### config.mk
export PLATFORM = sky130hd
export DESIGN_NAME = seg7_scan_decoder_flat
export DESIGN_NICKNAME = d
export VERILOG_FILES = /design/src/rtl/seg7_pkg.sv /design/src/rtl/seg7_scan_decoder_if.sv /design/src/rtl/seg7_hex_decode.sv /design/src/rtl/seg7_scan_decoder.sv /design/src/flat_wrapper.sv
export SDC_FILE = /design/constraint.sdc
export NUM_CORES = 1
export LEC_CHECK = 0
export BUFFER_PORTS_ARGS = -buffer_cell sky130_fd_sc_hd__buf_2
export CORE_ASPECT_RATIO = 1.25
export CORE_UTILIZATION = 35
export CTS_BUF_LIST = sky130_fd_sc_hd__clkbuf_8
export DETAILED_ROUTE_END_ITERATION = 6
export GPL_TIMING_DRIVEN = 0
export SETUP_SLACK_MARGIN = 0.02
export SYNTH_ARGS = -nofsm -noshare
export SYNTH_HDL_FRONTEND = slang
export SYNTH_SLANG_ARGS = --single-unit
export TNS_END_PERCENT = 30
### constraint.sdc
create_clock -name clk -period 4.9 [get_ports clk]
set_input_delay 0.49 -clock clk [delete_from_list [all_inputs] [get_ports clk]]
set_output_delay 0.49 -clock clk [all_outputs]
set_load 0.05 [all_outputs]
### src/rtl/seg7_pkg.sv
// seg7_pkg: shared segment types, blanking constant, bit positions and hex glyph table
package seg7_pkg;
    typedef logic [6:0] seg_t;
    localparam seg_t SEG_OFF = 7'b1111111;
    localparam int SEG_A = 0;
    localparam int SEG_B = 1;
    localparam int SEG_C = 2;
    localparam int SEG_D = 3;
    localparam int SEG_E = 4;
    localparam int SEG_F = 5;
    localparam int SEG_G = 6;
    localparam seg_t HEX_TABLE [16] = '{
        7'b1000000, 7'b1111001, 7'b0100100, 7'b0110000,
        7'b0011001, 7'b0010010, 7'b0000010, 7'b1111000,
        7'b0000000, 7'b0010000, 7'b0001000, 7'b0000011,
        7'b1000110, 7'b0100001, 7'b0000110, 7'b0001110
    };
endpackage

### src/rtl/seg7_scan_decoder_if.sv
// seg7_scan_decoder_if: display driver bus; SEG7_SCAN_DP_EN adds dp_mask/dp
interface seg7_scan_decoder_if
    import seg7_pkg::*;
#(
    parameter int DIGITS = 8,
    parameter int N      = 3
) ();
    logic                  en;
    logic                  load;
    logic [4*DIGITS-1:0]   value;
    logic [DIGITS-1:0]     blank_mask;
    logic [DIGITS-1:0]     an;
    seg_t                  seg;
    logic [N-1:0]          idx;
    logic                  frame_done;
`ifdef SEG7_SCAN_DP_EN
    logic [DIGITS-1:0]     dp_mask;
    logic                  dp;
    modport master (output en, load, value, blank_mask, dp_mask, input an, seg, idx, frame_done, dp);
    modport slave  (input en, load, value, blank_mask, dp_mask, output an, seg, idx, frame_done, dp);
`else
    modport master (output en, load, value, blank_mask, input an, seg, idx, frame_done);
    modport slave  (input en, load, value, blank_mask, output an, seg, idx, frame_done);
`endif
endinterface

### src/rtl/seg7_hex_decode.sv
// seg7_hex_decode: combinational nibble to active-low segment lookup
module seg7_hex_decode
    import seg7_pkg::*;
(
    input  logic [3:0] nib,
    output seg_t       seg
);
    assign seg = HEX_TABLE[nib];
endmodule

### src/rtl/seg7_scan_decoder.sv
// seg7_scan_decoder: time-multiplexed 7-segment scanner; SEG7_SCAN_DP_EN adds decimal points
module seg7_scan_decoder
    import seg7_pkg::*;
#(
    parameter int DIGITS   = 8,
    parameter int N        = 3,
    parameter int SCAN_DIV = 1000,
    parameter int CNT_W    = 16
) (
    input logic               clk,
    input logic               rst,
    seg7_scan_decoder_if.slave bus
);
    if (DIGITS > 2**N) begin : g_bad_n
        $error("DIGITS does not fit in N index bits");
    end
    if (SCAN_DIV < 1) begin : g_bad_div
        $error("SCAN_DIV must be at least 1");
    end
    if (SCAN_DIV > 2**CNT_W) begin : g_bad_cnt
        $error("SCAN_DIV does not fit in CNT_W prescaler bits");
    end

    logic [CNT_W-1:0]    cnt_q, cnt_d;
    logic [N-1:0]        idx_q, idx_d;
    logic [4*DIGITS-1:0] val_q, val_d;
    logic [DIGITS-1:0]   mask_q, mask_d;
    logic [DIGITS-1:0]   an_q, an_d;
    seg_t                seg_q, seg_d;
    logic                frame_done_q, frame_done_d;
    logic                adv, lit;
    logic [3:0]          nib;
    seg_t                hex_seg;
`ifdef SEG7_SCAN_DP_EN
    logic [DIGITS-1:0]   dpm_q, dpm_d;
    logic                dp_q, dp_d;
`endif

    assign nib = val_q[{idx_q, 2'b00} +: 4];

    seg7_hex_decode u_hex (.nib(nib), .seg(hex_seg));

    // Prescaler/index advance, shadow capture and next display pattern from current idx/shadow
    always_comb begin
        adv          = bus.en && cnt_q == CNT_W'(SCAN_DIV - 1);
        cnt_d        = !bus.en ? cnt_q : adv ? '0 : cnt_q + 1'b1;
        idx_d        = !adv ? idx_q : idx_q == N'(DIGITS - 1) ? '0 : idx_q + 1'b1;
        frame_done_d = adv && idx_q == N'(DIGITS - 1);
        val_d        = bus.load ? bus.value : val_q;
        mask_d       = bus.load ? bus.blank_mask : mask_q;
        lit          = bus.en && !mask_q[idx_q];
        an_d         = lit ? ~(DIGITS'(1) << idx_q) : '1;
        seg_d        = lit ? hex_seg : SEG_OFF;
`ifdef SEG7_SCAN_DP_EN
        dpm_d        = bus.load ? bus.dp_mask : dpm_q;
        dp_d         = lit ? ~dpm_q[idx_q] : 1'b1;
`endif
    end

    // State and registered outputs; reset leaves the display dark
    always_ff @(posedge clk or posedge rst) begin
        if (rst) begin
            cnt_q        <= '0;
            idx_q        <= '0;
            val_q        <= '0;
            mask_q       <= '0;
            an_q         <= '1;
            seg_q        <= SEG_OFF;
            frame_done_q <= 1'b0;
`ifdef SEG7_SCAN_DP_EN
            dpm_q        <= '0;
            dp_q         <= 1'b1;
`endif
        end else begin
            cnt_q        <= cnt_d;
            idx_q        <= idx_d;
            val_q        <= val_d;
            mask_q       <= mask_d;
            an_q         <= an_d;
            seg_q        <= seg_d;
            frame_done_q <= frame_done_d;
`ifdef SEG7_SCAN_DP_EN
            dpm_q        <= dpm_d;
            dp_q         <= dp_d;
`endif
        end
    end

    assign bus.an         = an_q;
    assign bus.seg        = seg_q;
    assign bus.idx        = idx_q;
    assign bus.frame_done = frame_done_q;
`ifdef SEG7_SCAN_DP_EN
    assign bus.dp         = dp_q;
`endif
endmodule

### src/flat_wrapper.sv
// flat-port wrapper written by rule: the top's interface ports become plain ports
module seg7_scan_decoder_flat import seg7_pkg::*;
#(
    parameter int DIGITS   = 8,
    parameter int N        = 3,
    parameter int SCAN_DIV = 1000,
    parameter int CNT_W    = 16
)
  (clk, rst, bus_en, bus_load, bus_value, bus_blank_mask, bus_an, bus_seg, bus_idx, bus_frame_done);
  seg7_scan_decoder_if #(.DIGITS(DIGITS), .N(N)) bus_i ();
  input logic clk;
  input logic rst;
  input wire logic [$bits(bus_i.en)-1:0] bus_en;
  input wire logic [$bits(bus_i.load)-1:0] bus_load;
  input wire logic [$bits(bus_i.value)-1:0] bus_value;
  input wire logic [$bits(bus_i.blank_mask)-1:0] bus_blank_mask;
  output wire logic [$bits(bus_i.an)-1:0] bus_an;
  output wire logic [$bits(bus_i.seg)-1:0] bus_seg;
  output wire logic [$bits(bus_i.idx)-1:0] bus_idx;
  output wire logic [$bits(bus_i.frame_done)-1:0] bus_frame_done;
  assign bus_i.en = bus_en;
  assign bus_i.load = bus_load;
  assign bus_i.value = bus_value;
  assign bus_i.blank_mask = bus_blank_mask;
  assign bus_an = bus_i.an;
  assign bus_seg = bus_i.seg;
  assign bus_idx = bus_i.idx;
  assign bus_frame_done = bus_i.frame_done;
  seg7_scan_decoder #(.DIGITS(DIGITS), .N(N), .SCAN_DIV(SCAN_DIV), .CNT_W(CNT_W)) u_core (.clk(clk), .rst(rst), .bus(bus_i));
endmodule
Word level (Yosys, flattened, before mapping)
Memories as Yosys holds them, arrays and structs flattened.
Index checks and enable logic that the tools add are counted.
Widths: inputs -> output; s select.
- flip-flop bits (word level): 75
- bits in read-only memories: 112
- input port bits: 44
- output and inout port bits: 19
- memories kept: 1
- $add $sub $neg: 2
- order comparisons: 2
- eq/ne operators: 2
- shift operators: 2
- multiplexer cells: 8
- bitwise logic cells: 2
- reductions and logical operators: 4
- memories (memory ; depth ; bits a word ; rd ports ; clocked after Yosys merged registers in ; wr ports ; RTL line ; text):
    (no name shown) ; 16 ; 7 ; 1 ; 0 ; 0 ; seg7_hex_decode.sv:8 ; assign seg = HEX_TABLE[nib];
- operator list (cell ; number):
    $shiftx 32x6->4 ; 1
    $mux 7 ; 3
    $add 16x1->16 const B ; 1
    $eq 16x10->1 const B ; 1
    $mux 16 ; 1
    $mux 8 ; 1
    $not 8->8 ; 1
    $shl 1x3->8 const A ; 1
    $ge 5x5->1 const B ; 1
    $not 4->5 ; 1
    $lt 3x4->1 const B ; 1
    $add 3x1->3 const B ; 1
    $bmux 1 s3 ; 1
    $eq 3x3->1 const B ; 1
    $logic_and 1x1->1 ; 3
    $mux 3 ; 1
    $logic_not 1->1 ; 1
    $mux 1 ; 1

Logic depth before layout (Yosys ltp)
- word-level depth: 6
- gate-level depth with buffers: 10
- mapped depth without buffers: 8

Modules after synthesis
Synthesis repeated with hierarchy kept, for this count alone.
- cells, all modules: 277
- area total of the unflattened synthesis: 3619.7 um^2
- by module, submodules not included (module ; instances ; cells each ; area an instance (um^2) ; seq. area each (um^2)):
    seg7_scan_decoder ; 1 ; 245 ; 3344.5 ; 1895.6
    seg7_hex_decode ; 1 ; 32 ; 275.3 ; 0.0

Worst setup path before layout
Ideal clock, no wire load.
- path kind: reg2reg
- start: register u_core.idx_q[0] (netlist: u_core.bus.idx[0])
- end: register u_core.seg_q[3] (netlist: u_core.bus.seg[3])
- arrival time: 2.643 ns
- data required time: 4.813 ns
- setup slack: 2.170 ns
- cell stages (with the launch flop): 11
- clock period less this slack: 2.730 ns
- cell sequence: dfrtp_1 buf_6 buf_12 mux4_1 mux2i_1 inv_1 ha_1 inv_1 nor3_1 a211oi_1 o21ai_0
- longest elaborated chain between the ends: 6
- elaborated cells between the ends (all ways): 10
- classes of those cells: shift: 1; mux: 5; bitwise: 1; reduce/logical: 2; memory: 1
- RTL lines (item ; RTL line ; text):
    from (decl) ; seg7_scan_decoder.sv:25 ; logic [N-1:0] idx_q, idx_d;
    from (signal assigned) ; seg7_scan_decoder.sv:76 ; idx_q <= idx_d;
    $shiftx 32x6->4 ; seg7_scan_decoder.sv:39 ; assign nib = val_q[{idx_q, 2'b00} +: 4];
    $not 4->5 (implied by the code) ; seg7_hex_decode.sv:8 ;
    $mem_v2 16x7 ; -- ;
    $mux 7 (implied by the code) (2 in a row) ; seg7_hex_decode.sv:8 ;
    $mux 7 * ; seg7_scan_decoder.sv:53 ; seg_d = lit ? hex_seg : SEG_OFF;
    named net u_core.seg_d[3] ; seg7_scan_decoder.sv:29 ; seg_t seg_q, seg_d;
    to (signal assigned) ; seg7_scan_decoder.sv:80 ; seg_q <= seg_d;
    to (decl) ; seg7_scan_decoder.sv:29 ;
Mark *: on every way through the listed nets, which the timed path passes. The rest lies on a longest branch. The select of a mux whose other input is x is not followed.
A chain may end at the register's enable or synchronous reset.

Worst setup path after layout
Ends and elaborated chain as after synthesis.

==> impl_results.md <==
* Reg power frac at 0.499
* Combinational power share at 0.147
* Layout cells sized above 1 at 0.4393
* Netlist Area Pre-Place at roughly 3600 um^2
* Clock skew at ~0.0054 ns
* Starting density of the core at 0.3642
* Gr usage total at 0.1457
* Tot Pwr at roughly 1400 uW
* Synth Warn # at 0
* Crit-path max FO at 10
* First-pass GRT wire length at 11610 um
* Worst Slack Setup Final at 2.070 ns
* Kind of critical path: reg -> reg
* Number of flops mapped to enable cells by yosys at 0
* Mapped Nets at about 330
* Outcome: finished, final reports clean
* Fin Hold WS at ~0.066 ns
* R2R setup slack at between 2 and 2.5 ns
* Post-synthesis sequential area ratio at 0.5333
* Postcts setup bufs at 0
* Crit. End Element: flip-flop
* Final Hold Fails at 0
* CTS tree: yes
* Hold_buf cts at 0
* Internal at between 1000 and 1500 uW
* Gr ovfl total at 0
* Final core utilization at 0.4371
* Final Cycle Share at 0.5776
* Total iterations of the first detailed-routing run at 4
* Setup TNS Final at 0 ns
* IO buf count at 61
* F_max at 0.3533 GHz
* Post-detail-place hpwl at about 5100 um
* Final Setup Violations at 0
* Antenna diode count at 0
* Routed via count at 2260
* Yosys reg bits at 75
* H-tree Lvls at 3
* Worst Path Required at approximately 5.2 ns
* Vias in the first global route at between 2k and 2.5k
* Sw frac at 0.2567
* Place WS at 2.055 ns
* Width of the die at just over 90 um
* Top_reg_cell synth: dfrtp_1
* DRC viols at 0
* # rows at 40
* Max_cap viols at 0
* Clock Root Buffer: clkbuf_8
* Critical path arrival at 3.10 ns
* HP Class: in -> async
* Maximum clock path buffer count at 2
* Worst setup path startpoint: u_core.bus.idx[0]
* Fin nets at approximately 400
* Routed Wire Length at ~6900 um
* Actual slew at the worst max-slew pin at 0.5908 ns
* Clock sinks at between 70 and 80
* Core area at 9759 um^2
* Pin count of the biggest net entering global routing at 61
* R2R cell count at 10
* Full die area at ~11000 um^2
* Drt wl/cell at roughly 15 um
* P_leak at 0.001968 uW
* Maximum vdd ir drop at about 160 uV
* Relative slew slack at 0.5949
* Routability-driven placement congestion ratio at roughly 0.74
* Sw power at roughly 370 uW
* FF-to-FF Start: u_core.bus.idx[0]
* Asr flop ratio synth at 1.000
* Layout area overhead at 19.99%
* Clock power frac at 0.353
* Die height at ~110 um
* Critical Path Source Type: flip-flop
* # resized after CTS at 0
* Initial antenna violation count at 0
* Clk_lat worst skew at approximately 0.35 ns
* Max-slew violation count at 0
* Post-detailed-route count of antenna-violating nets at 0
* CTS clock-pin slew for the worst setup and hold paths at about 0.07 ns
* DR vias/cell at approximately 4.8
* I/O pins at 63
* Crit path time final at roughly 2.8 ns
* Synth Instances at 268
* Clock buffer count from CTS at 9
* Iter 0 DRT Violations at 68
* RR Endpoint: u_core.bus.seg[3]
* Cell variety after synth at 43
* Avg Cell Area, Syn at 13.26 um^2
* Pwr/cell area at around 340 nW/um^2
* RSZ-0062 raised after global routing: no
==> power groups by stage <==
stage,Combinational [uW],Clock (uW),Sequential (uW)
after floorplan,140,0,746
after global placement,208,0,731
after detailed placement,215,0,732
after CTS,216,530,721
after global routing,235,554,730
final,212,510,721
==> per-layer routing <==
metal	track usage	vias to the layer above	wire length, um
li1	-	1096	-
met1	0.1911	1106	3227
met2	0.2284	45	3279
met3	0.02988	13	237
met4	0.07500	0	164
met5	0	-	0
==> area by class of cell <==
cell class,count,area (um^2)
Buffer,13,85.08
Clock buffer,9,123.9
Clock inverter,7,93.84
Fill cell,948,5494
Inverter,9,38.79
Multi-Input combinational cell,171,1538
Sequential cell,75,1896
Tap cell,126,157.7
Timing Repair Buffer,62,332.8
==> through the flow <==
stage / cell area (um^2) / std cells
floorplan: 3555 / 268
global placement: 4018 / 455
detailed placement: 4048 / 456
CTS: 4265 / 472
global route: 4265 / 472
finish: 4265 / 472
==> cells in the mapped netlist (5+ instances only) <==
master	count	share of area
mux4_1	6	0.044
ha_1	13	0.046
nor2_1	12	0.013
nand2_1	23	0.024
mux2i_1	8	0.023
dfrtp_1	60	0.42
xnor2_1	7	0.017
xor2_1	6	0.015
inv_1	8	0.0084
nor3_1	5	0.0070
and3_1	11	0.019
dfstp_2	15	0.11
mux2_2	43	0.14
==> worst max-delay path by stage <==
stage,end,slack [ns]
6_report,u_core.bus.seg[3],2.07
3_3_place_gp,u_core.val_q[14],1.54
3_5_place_dp,u_core.bus.seg[3],2.06
5_1_grt,u_core.bus.seg[3],1.87
4_1_cts,u_core.bus.seg[3],2.05
2_1_floorplan,u_core.bus.seg[3],2.17
==> cell families after synthesis <==
logic type | synth area share
flops | 0.5333
simple gates | 0.09539
mux | 0.2221
buf+inv | 0.03414
compound gates | 0.03731
xor+xnor | 0.03203
fa+ha+maj | 0.04576
==> state kept, by name, indices dropped and copies added (netlist names) <==
signal and flops:
u_core.val_q 32, u_core.bus.seg 7, u_core.bus.an 8, u_core.mask_q 8
u_core.bus.idx 3, u_core.cnt_q 16, u_core.bus.frame_done 1
==> placed cells by master, fill, tap and decap left out, types with 7 or more instances in the layout <==
cell	count
nor2_1	12
inv_1	8
xnor2_1	7
mux2i_1	8
mux2_2	43
nand2_1	23
buf_2	65
ha_1	13
dfstp_2	15
dfrtp_1	60
clkbuf_8	9
and3_1	11
==> worst max-delay path: stages (launching register included) <==
cell and delay (ns):
dfrtp_1 0.44, buf_6 0.16, buf_12 0.15, mux4_1 0.56
mux2i_1 0.50, inv_1 0.17, ha_1 0.25, inv_1 0.09
nor3_1 0.06, a211oi_1 0.22, o21ai_0 0.13
(Power assumes the default switching activity.)
